File: config.mk
export PLATFORM = sky130hd
export DESIGN_NAME = mc_ctrl_flat
export DESIGN_NICKNAME = d
export VERILOG_FILES = /design/src/rtl/mc_ctrl_if.sv /design/src/rtl/mc_ctrl.sv /design/src/flat_wrapper.sv
export SDC_FILE = /design/constraint.sdc
export NUM_CORES = 1
export LEC_CHECK = 0
export CORE_ASPECT_RATIO = 0.9
export CORE_MARGIN = 10
export CORE_UTILIZATION = 35
export CTS_CLUSTER_SIZE = 16
export DETAILED_ROUTE_END_ITERATION = 7
export PLACE_DENSITY = 0.72
export SLEW_MARGIN = 15
export SYNTH_ARGS = -nofsm -noshare
export SYNTH_HDL_FRONTEND = slang
export SYNTH_SLANG_ARGS = --single-unit
File: constraint.sdc
create_clock -name Clk -period 3.8 [get_ports Clk]
set_input_delay 0.57 -clock Clk [delete_from_list [all_inputs] [get_ports Clk]]
set_output_delay 0.57 -clock Clk [all_outputs]
set_load 0.01 [all_outputs]
File: src/rtl/mc_ctrl_if.sv
// Control bus between the multicycle MIPS control FSM (slave side) and the datapath/bench (master side).
`timescale 1ns/1ps
interface mc_ctrl_if #(parameter int unsigned CNT_W = 32);
    logic [5:0]       OpCode;
    logic [5:0]       funct;
    logic             Zero;
    logic             PcEn;
    logic [1:0]       PCSource;
    logic             IorD;
    logic             MemR;
    logic             MemW;
    logic             IRWrite;
    logic             RegDst;
    logic             Mem2R;
    logic             RegW;
    logic             AluSrcA;
    logic [1:0]       AluSrcB;
    logic [1:0]       ExtOp;
    logic [4:0]       Aluctrl;
    logic [3:0]       State;
    logic [CNT_W-1:0] InstrCnt;
    logic             Illegal;

    modport master (
        output OpCode, funct, Zero,
        input  PcEn, PCSource, IorD, MemR, MemW, IRWrite, RegDst, Mem2R, RegW,
               AluSrcA, AluSrcB, ExtOp, Aluctrl, State, InstrCnt, Illegal
    );
    modport slave (
        input  OpCode, funct, Zero,
        output PcEn, PCSource, IorD, MemR, MemW, IRWrite, RegDst, Mem2R, RegW,
               AluSrcA, AluSrcB, ExtOp, Aluctrl, State, InstrCnt, Illegal
    );
endinterface

File: src/rtl/mc_ctrl.sv
// Multicycle MIPS control FSM (FETCH/DECODE/EXEC/MEM/WB) with retired-instruction counter.
// Optional: define MC_CTRL_ILLEGAL_TRAP_EN to trap illegal opcodes/functs instead of treating them as NOPs.
`timescale 1ns/1ps
module mc_ctrl #(
    parameter int unsigned CNT_W = 32
) (
    input  logic        Clk,
    input  logic        Reset,
    mc_ctrl_if.slave    bus
);
    typedef enum logic [3:0] {
        S_FETCH  = 4'd0,  S_DECODE = 4'd1,  S_MEMADR = 4'd2,  S_MEMRD = 4'd3,
        S_MEMWB  = 4'd4,  S_MEMWR  = 4'd5,  S_EXEC_R = 4'd6,  S_RWB   = 4'd7,
        S_EXEC_I = 4'd8,  S_IWB    = 4'd9,  S_BRANCH = 4'd10, S_JUMP  = 4'd11,
        S_TRAP   = 4'd12
    } state_e;

    localparam logic [5:0] OP_RTYPE = 6'h00, OP_J    = 6'h02, OP_BEQ  = 6'h04, OP_BNE  = 6'h05;
    localparam logic [5:0] OP_ADDI  = 6'h08, OP_ADDIU = 6'h09, OP_SLTI = 6'h0A, OP_ANDI = 6'h0C;
    localparam logic [5:0] OP_ORI   = 6'h0D, OP_LUI  = 6'h0F, OP_LW   = 6'h23, OP_SW   = 6'h2B;

    localparam logic [4:0] ALU_ADD = 5'd0, ALU_SUB = 5'd1, ALU_AND = 5'd2, ALU_OR  = 5'd3;
    localparam logic [4:0] ALU_SLT = 5'd4, ALU_SLL = 5'd5, ALU_SRL = 5'd6, ALU_XOR = 5'd7;
    localparam logic [4:0] ALU_NOR = 5'd8, ALU_LUI = 5'd9;

    state_e           state_q, state_d;
    logic [5:0]       op_q, op_d, fn_q, fn_d;
    logic [CNT_W-1:0] cnt_q, cnt_d;

    // Where an illegal instruction goes: trap state, or straight back to FETCH as a NOP.
`ifdef MC_CTRL_ILLEGAL_TRAP_EN
    localparam state_e S_ILLEGAL = S_TRAP;
`else
    localparam state_e S_ILLEGAL = S_FETCH;
`endif

    always_ff @(posedge Clk) begin
        if (Reset) begin
            state_q <= S_FETCH;
            op_q    <= '0;
            fn_q    <= '0;
            cnt_q   <= '0;
        end else begin
            state_q <= state_d;
            op_q    <= op_d;
            fn_q    <= fn_d;
            cnt_q   <= cnt_d;
        end
    end

    always_comb begin
        state_d      = state_q;
        op_d         = op_q;
        fn_d         = fn_q;
        bus.PcEn     = 1'b0;
        bus.PCSource = 2'd0;
        bus.IorD     = 1'b0;
        bus.MemR     = 1'b0;
        bus.MemW     = 1'b0;
        bus.IRWrite  = 1'b0;
        bus.RegDst   = 1'b0;
        bus.Mem2R    = 1'b0;
        bus.RegW     = 1'b0;
        bus.AluSrcA  = 1'b0;
        bus.AluSrcB  = 2'd0;
        bus.ExtOp    = 2'd0;
        bus.Aluctrl  = ALU_ADD;
        bus.Illegal  = 1'b0;

        case (state_q)
            S_FETCH: begin
                bus.MemR    = 1'b1;
                bus.IRWrite = 1'b1;
                bus.AluSrcB = 2'd1;
                bus.PcEn    = 1'b1;
                state_d     = S_DECODE;
            end
            S_DECODE: begin
                op_d        = bus.OpCode;
                fn_d        = bus.funct;
                bus.AluSrcB = 2'd3;
                bus.ExtOp   = 2'd1;
                case (bus.OpCode)
                    OP_LW, OP_SW:                    state_d = S_MEMADR;
                    OP_RTYPE:                        state_d = S_EXEC_R;
                    OP_ADDI, OP_ADDIU, OP_ANDI,
                    OP_ORI, OP_SLTI, OP_LUI:         state_d = S_EXEC_I;
                    OP_BEQ, OP_BNE:                  state_d = S_BRANCH;
                    OP_J:                            state_d = S_JUMP;
                    default:                         state_d = S_ILLEGAL;
                endcase
            end
            S_MEMADR: begin
                bus.AluSrcA = 1'b1;
                bus.AluSrcB = 2'd2;
                bus.ExtOp   = 2'd1;
                state_d     = (op_q == OP_SW) ? S_MEMWR : S_MEMRD;
            end
            S_MEMRD: begin
                bus.MemR = 1'b1;
                bus.IorD = 1'b1;
                state_d  = S_MEMWB;
            end
            S_MEMWB: begin
                bus.RegW  = 1'b1;
                bus.Mem2R = 1'b1;
                state_d   = S_FETCH;
            end
            S_MEMWR: begin
                bus.MemW = 1'b1;
                bus.IorD = 1'b1;
                state_d  = S_FETCH;
            end
            S_EXEC_R: begin
                bus.AluSrcA = 1'b1;
                state_d     = S_RWB;
                case (fn_q)
                    6'h20, 6'h21: bus.Aluctrl = ALU_ADD;
                    6'h22, 6'h23: bus.Aluctrl = ALU_SUB;
                    6'h24:        bus.Aluctrl = ALU_AND;
                    6'h25:        bus.Aluctrl = ALU_OR;
                    6'h26:        bus.Aluctrl = ALU_XOR;
                    6'h27:        bus.Aluctrl = ALU_NOR;
                    6'h2A:        bus.Aluctrl = ALU_SLT;
                    6'h00:        bus.Aluctrl = ALU_SLL;
                    6'h02:        bus.Aluctrl = ALU_SRL;
                    default:      state_d     = S_ILLEGAL;
                endcase
            end
            S_RWB: begin
                bus.RegW   = 1'b1;
                bus.RegDst = 1'b1;
                state_d    = S_FETCH;
            end
            S_EXEC_I: begin
                bus.AluSrcA = 1'b1;
                bus.AluSrcB = 2'd2;
                state_d     = S_IWB;
                case (op_q)
                    OP_ADDI, OP_ADDIU: begin bus.ExtOp = 2'd1; bus.Aluctrl = ALU_ADD; end
                    OP_SLTI:           begin bus.ExtOp = 2'd1; bus.Aluctrl = ALU_SLT; end
                    OP_ANDI:           begin bus.ExtOp = 2'd0; bus.Aluctrl = ALU_AND; end
                    OP_ORI:            begin bus.ExtOp = 2'd0; bus.Aluctrl = ALU_OR;  end
                    OP_LUI:            begin bus.ExtOp = 2'd2; bus.Aluctrl = ALU_LUI; end
                    default:           ;
                endcase
            end
            S_IWB: begin
                bus.RegW = 1'b1;
                state_d  = S_FETCH;
            end
            S_BRANCH: begin
                bus.AluSrcA  = 1'b1;
                bus.Aluctrl  = ALU_SUB;
                bus.PCSource = 2'd1;
                bus.PcEn     = (op_q == OP_BNE) ? ~bus.Zero : bus.Zero;
                state_d      = S_FETCH;
            end
            S_JUMP: begin
                bus.PCSource = 2'd2;
                bus.PcEn     = 1'b1;
                state_d      = S_FETCH;
            end
            S_TRAP: begin
`ifdef MC_CTRL_ILLEGAL_TRAP_EN
                bus.Illegal = 1'b1;
`endif
                state_d     = S_TRAP;
            end
            default: state_d = S_FETCH;
        endcase

        // A write-enable must never fire during the reset cycle, even mid-instruction.
        if (Reset) begin
            bus.PcEn    = 1'b0;
            bus.IRWrite = 1'b0;
            bus.MemW    = 1'b0;
            bus.RegW    = 1'b0;
        end

        cnt_d = cnt_q;
        if (state_d == S_FETCH && state_q != S_FETCH && state_q != S_TRAP)
            cnt_d = cnt_q + CNT_W'(1);
    end

    assign bus.State    = state_q;
    assign bus.InstrCnt = cnt_q;
endmodule

File: src/flat_wrapper.sv
// flat-port wrapper written by rule: the top's interface ports become plain ports
module mc_ctrl_flat 
#(
    parameter int unsigned CNT_W = 32
)
  (Clk, Reset, bus_OpCode, bus_funct, bus_Zero, bus_PcEn, bus_PCSource, bus_IorD, bus_MemR, bus_MemW, bus_IRWrite, bus_RegDst, bus_Mem2R, bus_RegW, bus_AluSrcA, bus_AluSrcB, bus_ExtOp, bus_Aluctrl, bus_State, bus_InstrCnt, bus_Illegal);
  mc_ctrl_if #(.CNT_W(CNT_W)) bus_i ();
  input  logic Clk;
  input  logic Reset;
  input wire logic [$bits(bus_i.OpCode)-1:0] bus_OpCode;
  input wire logic [$bits(bus_i.funct)-1:0] bus_funct;
  input wire logic [$bits(bus_i.Zero)-1:0] bus_Zero;
  output wire logic [$bits(bus_i.PcEn)-1:0] bus_PcEn;
  output wire logic [$bits(bus_i.PCSource)-1:0] bus_PCSource;
  output wire logic [$bits(bus_i.IorD)-1:0] bus_IorD;
  output wire logic [$bits(bus_i.MemR)-1:0] bus_MemR;
  output wire logic [$bits(bus_i.MemW)-1:0] bus_MemW;
  output wire logic [$bits(bus_i.IRWrite)-1:0] bus_IRWrite;
  output wire logic [$bits(bus_i.RegDst)-1:0] bus_RegDst;
  output wire logic [$bits(bus_i.Mem2R)-1:0] bus_Mem2R;
  output wire logic [$bits(bus_i.RegW)-1:0] bus_RegW;
  output wire logic [$bits(bus_i.AluSrcA)-1:0] bus_AluSrcA;
  output wire logic [$bits(bus_i.AluSrcB)-1:0] bus_AluSrcB;
  output wire logic [$bits(bus_i.ExtOp)-1:0] bus_ExtOp;
  output wire logic [$bits(bus_i.Aluctrl)-1:0] bus_Aluctrl;
  output wire logic [$bits(bus_i.State)-1:0] bus_State;
  output wire logic [$bits(bus_i.InstrCnt)-1:0] bus_InstrCnt;
  output wire logic [$bits(bus_i.Illegal)-1:0] bus_Illegal;
  assign bus_i.OpCode = bus_OpCode;
  assign bus_i.funct = bus_funct;
  assign bus_i.Zero = bus_Zero;
  assign bus_PcEn = bus_i.PcEn;
  assign bus_PCSource = bus_i.PCSource;
  assign bus_IorD = bus_i.IorD;
  assign bus_MemR = bus_i.MemR;
  assign bus_MemW = bus_i.MemW;
  assign bus_IRWrite = bus_i.IRWrite;
  assign bus_RegDst = bus_i.RegDst;
  assign bus_Mem2R = bus_i.Mem2R;
  assign bus_RegW = bus_i.RegW;
  assign bus_AluSrcA = bus_i.AluSrcA;
  assign bus_AluSrcB = bus_i.AluSrcB;
  assign bus_ExtOp = bus_i.ExtOp;
  assign bus_Aluctrl = bus_i.Aluctrl;
  assign bus_State = bus_i.State;
  assign bus_InstrCnt = bus_i.InstrCnt;
  assign bus_Illegal = bus_i.Illegal;
  mc_ctrl #(.CNT_W(CNT_W)) u_core (.Clk(Clk), .Reset(Reset), .bus(bus_i));
endmodule
==> impl_metrics.ini, run 1 <==
[run_status]
status = finished clean

[run]
cap_violations = 0

[setup_path]
worst_setup_path_start_kind = register
worstReg2RegStart = u_core.bus.State[3]
worstSetupStartpoint = u_core.bus.State[3]
crit_chain = or4b_1 -> a311oi_2 -> a2111oi_4 -> nand4_2 -> or4_1 -> a21oi_1
critPathCaptureType = register
crit_path_max_fanout = 27
slowest_delay_ps = 710
critPathSlowestCell = dfxtp_1
arrival_ps = 3490
worstSetupPathType = reg -> reg
cp.required_ps = 4030

[routing]
drt_pass1_iterations = 4
routed_wl_um = 7960
avgViaCountPerCell = 5.64
drt_iter0_markers = 141
wl_per_cell_um = 15.5
drc_errors = 0
ant_nets = 0
vias = 2895

[final_layout]
syn_to_final_growth_pct = 27.6
drive_above_1_share_pct = 5.52
diodes = 0
instances_no_fill = 513
final_cell_mix = clkdlybuf4s50_1 (68), nand2_1 (48), a21oi_1 (48), dfxtp_1 (48), nor2_1 (28)
fin_util_pct = 46.5
mostFrequentLayoutCell = clkdlybuf4s50_1
nets = 432

[global_route]
overflow = 0
grt.busiest_layer = met2
grt_pass1_wl_um = 13500
grt_util_all_layers_pct = 13.2
antenna_found_initial = 0
grtUsageMet2_pct = 19.3
grt_util_met1_pct = 17.7
grt_pass1_vias = 2664
grt_max_degree = 53
grt_util_met3_pct = 4.46

[logic_synthesis]
synth_seq_cells = 48
synth_edf_count = 0
synthArstFlopShare_pct = 0
synth_cells = 368
yosysWarnings = 0
ys_seq_area_share_pct = 34.4
netlist_area_um2 = 2790
synthDistinctLibCells = 53
synth-main-ff-cell = dfxtp_1
syn_area_per_cell_um2 = 7.58

[timing]
grt_setup_unrepaired = false
fmax_mhz = 306
min_period_over_period_pct = 85.9
maxSlewHeadroom_pct = 34.1
hold_violations = 0
worst-slew-pin-transition_ps = 989
fin_skew_ps = 6.98
slew_viol_final = 0
setup_viol = 0
finalCriticalPeriod_ps = 3260
fin_setup_tns_ps = 0

[clock_network]
cts_sinks = 48
ctsHoldBuffers = 0
cts-resized-gates = 0
cts_buffer_depth = 2
h-tree-depth = 2
cts_made_buffers = 5
clk_pin_slew_worst_paths_ps = 90
clock_latency_ps = 310
post-cts-setup-buffers = 0
cts_tree = yes
cts-root-buf = clkbuf_8

[place]
dp_cells = 505
portBuffers = 69
hpwl_um = 5700
finalWeightedCongestion = 0.880

[floorplan]
dieHeight_um = 105
ios = 72
num_rows = 30
core_area_um2 = 7660
die_x_um = 114
dieArea_um2 = 11900
initial_utilization_pct = 36.4

[hold_path]
hold_start = u_core.op_q[4]
hold_class = reg -> reg

[power]
ir_drop_uv = 131
power_leakage_nw = 1.11
pwr_density_cell_nw_per_um2 = 292
## critical path, delay by kind of cell, from the launching register on
kind / cells / cell delay (ps)
AO/OA/AOI/OAI: 3 / 740
flip-flops: 1 / 710
AND/OR/NAND/NOR: 3 / 1720
## final timing paths
| path | to | slack (ps) | cells past startpoint |
|---|---|---|---|
| max | u_core.bus.InstrCnt[23] | 540 | 6 |
| min | u_core.op_q[4] | 490 | 2 |
| max reg2reg | u_core.bus.InstrCnt[23] | 540 | 6 |
| min reg2reg | u_core.op_q[4] | 490 | 2 |
## flip-flops by register name (all words and copies together) (netlist names)
signal               flops
u_core.bus.State         4
u_core.fn_q              6
u_core.bus.InstrCnt     32
u_core.op_q              6
## cell type report
class / count / area [um2]
fillers: 778 / 4100
multi-input cells: 286 / 1660
flip-flops and latches: 48 / 961
repair buffers: 69 / 686
well taps: 96 / 120
clock buffers: 5 / 68.8
clock inverters: 3 / 42.5
inverters: 6 / 22.5
## metrics by stage
step                area [um2]  power (mW)  hold slack, ps  setup slack (ps)
floorplan                 2790       0.622             445              1430
global route              3560        1.08             513               212
CTS                       3560        1.05             487               511
finish                    3560        1.04             488               536
global placement          3450       0.666             458               571
detailed placement        3450       0.669             473               406
## where the power goes
| part | total (mW) | leakage (nW) | switching, mW | internal [mW] |
|---|---|---|---|---|
| clock network | 0.381 | 0.0541 | 0.186 | 0.195 |
| registers | 0.534 | 0.389 | 0.0210 | 0.513 |
| logic | 0.123 | 0.667 | 0.0658 | 0.0572 |
| total | 1.04 | 1.11 | 0.273 | 0.766 |
## kinds of logic after synthesis
| group | count (synthesis) | synth area share, % |
|---|---|---|
| multiplexers | 1 | 0.359 |
| XOR/XNOR | 7 | 2.20 |
| buffers and inverters | 35 | 6.23 |
| flip-flops | 48 | 34.4 |
| AO/OA/AOI/OAI | 102 | 23.0 |
| other | 1 | 0.134 |
| adder cells (fa/ha/maj) | 1 | 0.448 |
| AND/OR/NAND/NOR | 173 | 33.2 |
## synth_stat cells, types with 2 or more instances
cell type	count	share of area, %
a211oi_1	3	0.81
a21oi_1	48	8.6
a311oi_2	2	1.1
a31oi_1	4	0.90
and2_1	2	0.45
and3_1	3	0.67
and4_1	4	1.3
buf_2	4	0.72
buf_4	6	1.6
buf_6	2	0.81
clkbuf_1	17	2.3
dfxtp_1	48	34
inv_1	6	0.81
nand2_1	48	6.5
nand2b_1	4	0.90
nand3_1	16	2.9
nand4_1	7	1.6
nand4_2	2	0.90
nor2_1	28	3.8
nor2b_1	2	0.45
nor3_1	10	1.8
nor4_1	3	0.67
o21ai_0	18	3.2
o21ai_1	4	0.72
o31ai_1	11	3.0
or2_2	5	1.1
or3_1	19	4.3
or4_1	11	3.0
or4bb_1	2	0.81
xnor2_1	2	0.63
xor2_1	5	1.6
## metal layers
layer / vias to the layer above / routed length, um / share of wire [%]
li1: 1441 / - / -
met1: 1353 / 3700 / 46
met2: 94 / 3510 / 44
met3: 7 / 691 / 8.7
met4: 0 / 68 / 0.85
met5: - / 0 / 0
Note: power is estimated with default switching activity, not from simulation.
==> run 2: changes to the inputs <==
CORE_MARGIN = default   (was 10)
==> run 2 against run 1 <==
  * Via count decreased by 0.17%
  * Setup slack worse by 31 ps
  * Power fell by 0.95%
  * Sequential cell count did not move
  * Clock skew about the same
  * Sequential power hardly changed
  * Sequential share of layout area unchanged
  * Routed wire length down 8.4%
==> impl_metrics.ini, run 2 (synthesis gave the netlist of run 1 again) <==
[setup_path]
cp.required_ps = 3230
crit_family = simple AND/OR/NAND/NOR gates
path_buf_inv = 1
worstReg2RegStart = u_core.bus.State[3]
worst_setup_path_start_kind = register
worstSetupPathType = reg -> out
worstSetupStartpoint = u_core.bus.State[1]
critPathSlowestCell = dfxtp_1
critPathCaptureType = primary output
slowest_delay_ps = 700
crit_path_max_fanout = 18
crit_chain = or4bb_1 -> nor3_1 -> nand2_1 -> o21ai_0 -> clkdlybuf4s50_1
arrival_ps = 2730

[timing]
fin_skew_ps = 6.86
maxSlewHeadroom_pct = 34.4
grt_setup_unrepaired = false
fmax_mhz = 303
hold_violations = 0
worst-slew-pin-transition_ps = 984
fin_setup_tns_ps = 0
setup_viol = 0
min_period_over_period_pct = 86.7
finalCriticalPeriod_ps = 3300
slew_viol_final = 0

[global_route]
overflow = 0
grt_pass1_wl_um = 11600
grt_pass1_vias = 2472
antenna_found_initial = 0
grt_util_all_layers_pct = 17.5
grt_max_degree = 53

[final_layout]
diodes = 0
final_cell_mix = clkdlybuf4s50_1 (68), nand2_1 (48), a21oi_1 (48), dfxtp_1 (48), nor2_1 (28)
drive_above_1_share_pct = 5.52
nets = 432
fillCellCount = 750
syn_to_final_growth_pct = 27.6
fin_util_pct = 46.7
largest_reg_flops = 32
final_cell_area_um2 = 3560
mostFrequentLayoutCell = clkdlybuf4s50_1

[floorplan]
dieHeight_um = 86.7
num_rows = 30
dieArea_um2 = 8330
ios = 72
die_x_um = 96.1
core_area_um2 = 7620
initial_utilization_pct = 36.6

[routing]
drt_iter0_markers = 139
drc_errors = 0
drt_pass1_iterations = 4
routed_wl_um = 7290
vias = 2890
wl_per_cell_um = 14.2
avgViaCountPerCell = 5.63
ant_nets = 0

[clock_network]
cts-resized-gates = 0
h-tree-depth = 2
cts_tree = yes
ctsHoldBuffers = 0
post-cts-setup-buffers = 0
cts-root-buf = clkbuf_8
cts_sinks = 48
cts_buffer_depth = 2
cts_made_buffers = 5
clock_latency_ps = 300
clk_pin_slew_worst_paths_ps = 90

[power]
power_leakage_nw = 1.11
pwr_density_cell_nw_per_um2 = 289
ir_drop_uv = 177
power_mw = 1.03

[run_status]
status = finished clean

[run]
cap_violations = 0

[hold_path]
hold_start = u_core.op_q[4]
hold_class = reg -> reg

[place]
finalWeightedCongestion = 0.879
portBuffers = 69
hpwl_um = 5100
placed_area_um2 = 3450
run 2: layer usage:
layer	share of wire, %	global-route usage, %	routed length [um]
met1	48	24.0	3490
met5	0	0	0
met4	0.88	5.16	64
met3	5.8	3.16	422
met2	45	27.9	3320
run 2: final timing paths:
kind	endpoint	slack, ps	cells past startpoint
worst max-delay path	bus_Aluctrl[0]	500	5
worst min-delay path	u_core.op_q[4]	480	2
worst max register to register	u_core.bus.InstrCnt[21]	570	6
worst min register to register	u_core.op_q[4]	480	2
run 2: layout make-up:
class	count	area (um2)	share of cell area [%]
sequential	48	961	27.0
multi-input combinational	286	1660	46.6
timing repair buffer	69	686	19.3
clock inverter	3	42.5	1.20
tap	96	120	3.37
inverter	6	22.5	0.633
clock buffer	5	68.8	1.93
run 2: metrics by stage:
stage | setup WS, ps | instances | hold WS, ps
detailed placement | 465 | 505 | 472
global route | 294 | 513 | 509
global placement | 555 | 505 | 457
finish | 505 | 513 | 483
floorplan | 1430 | 369 | 445
CTS | 510 | 513 | 485
run 2: worst reg2reg max path, stage by stage, from the launching register on:
cell and delay [ps]:
dfxtp_1 710, or4b_1 560, a311oi_2 160, a2111oi_4 420, nand4_2 520, or4_1 650, a21oi_1 140
run 2: where the power goes:
group | internal [mW] | total [mW] | switching (mW)
sequential | 0.513 | 0.534 | 0.0209
clock | 0.195 | 0.373 | 0.178
combinational | 0.0572 | 0.122 | 0.0644
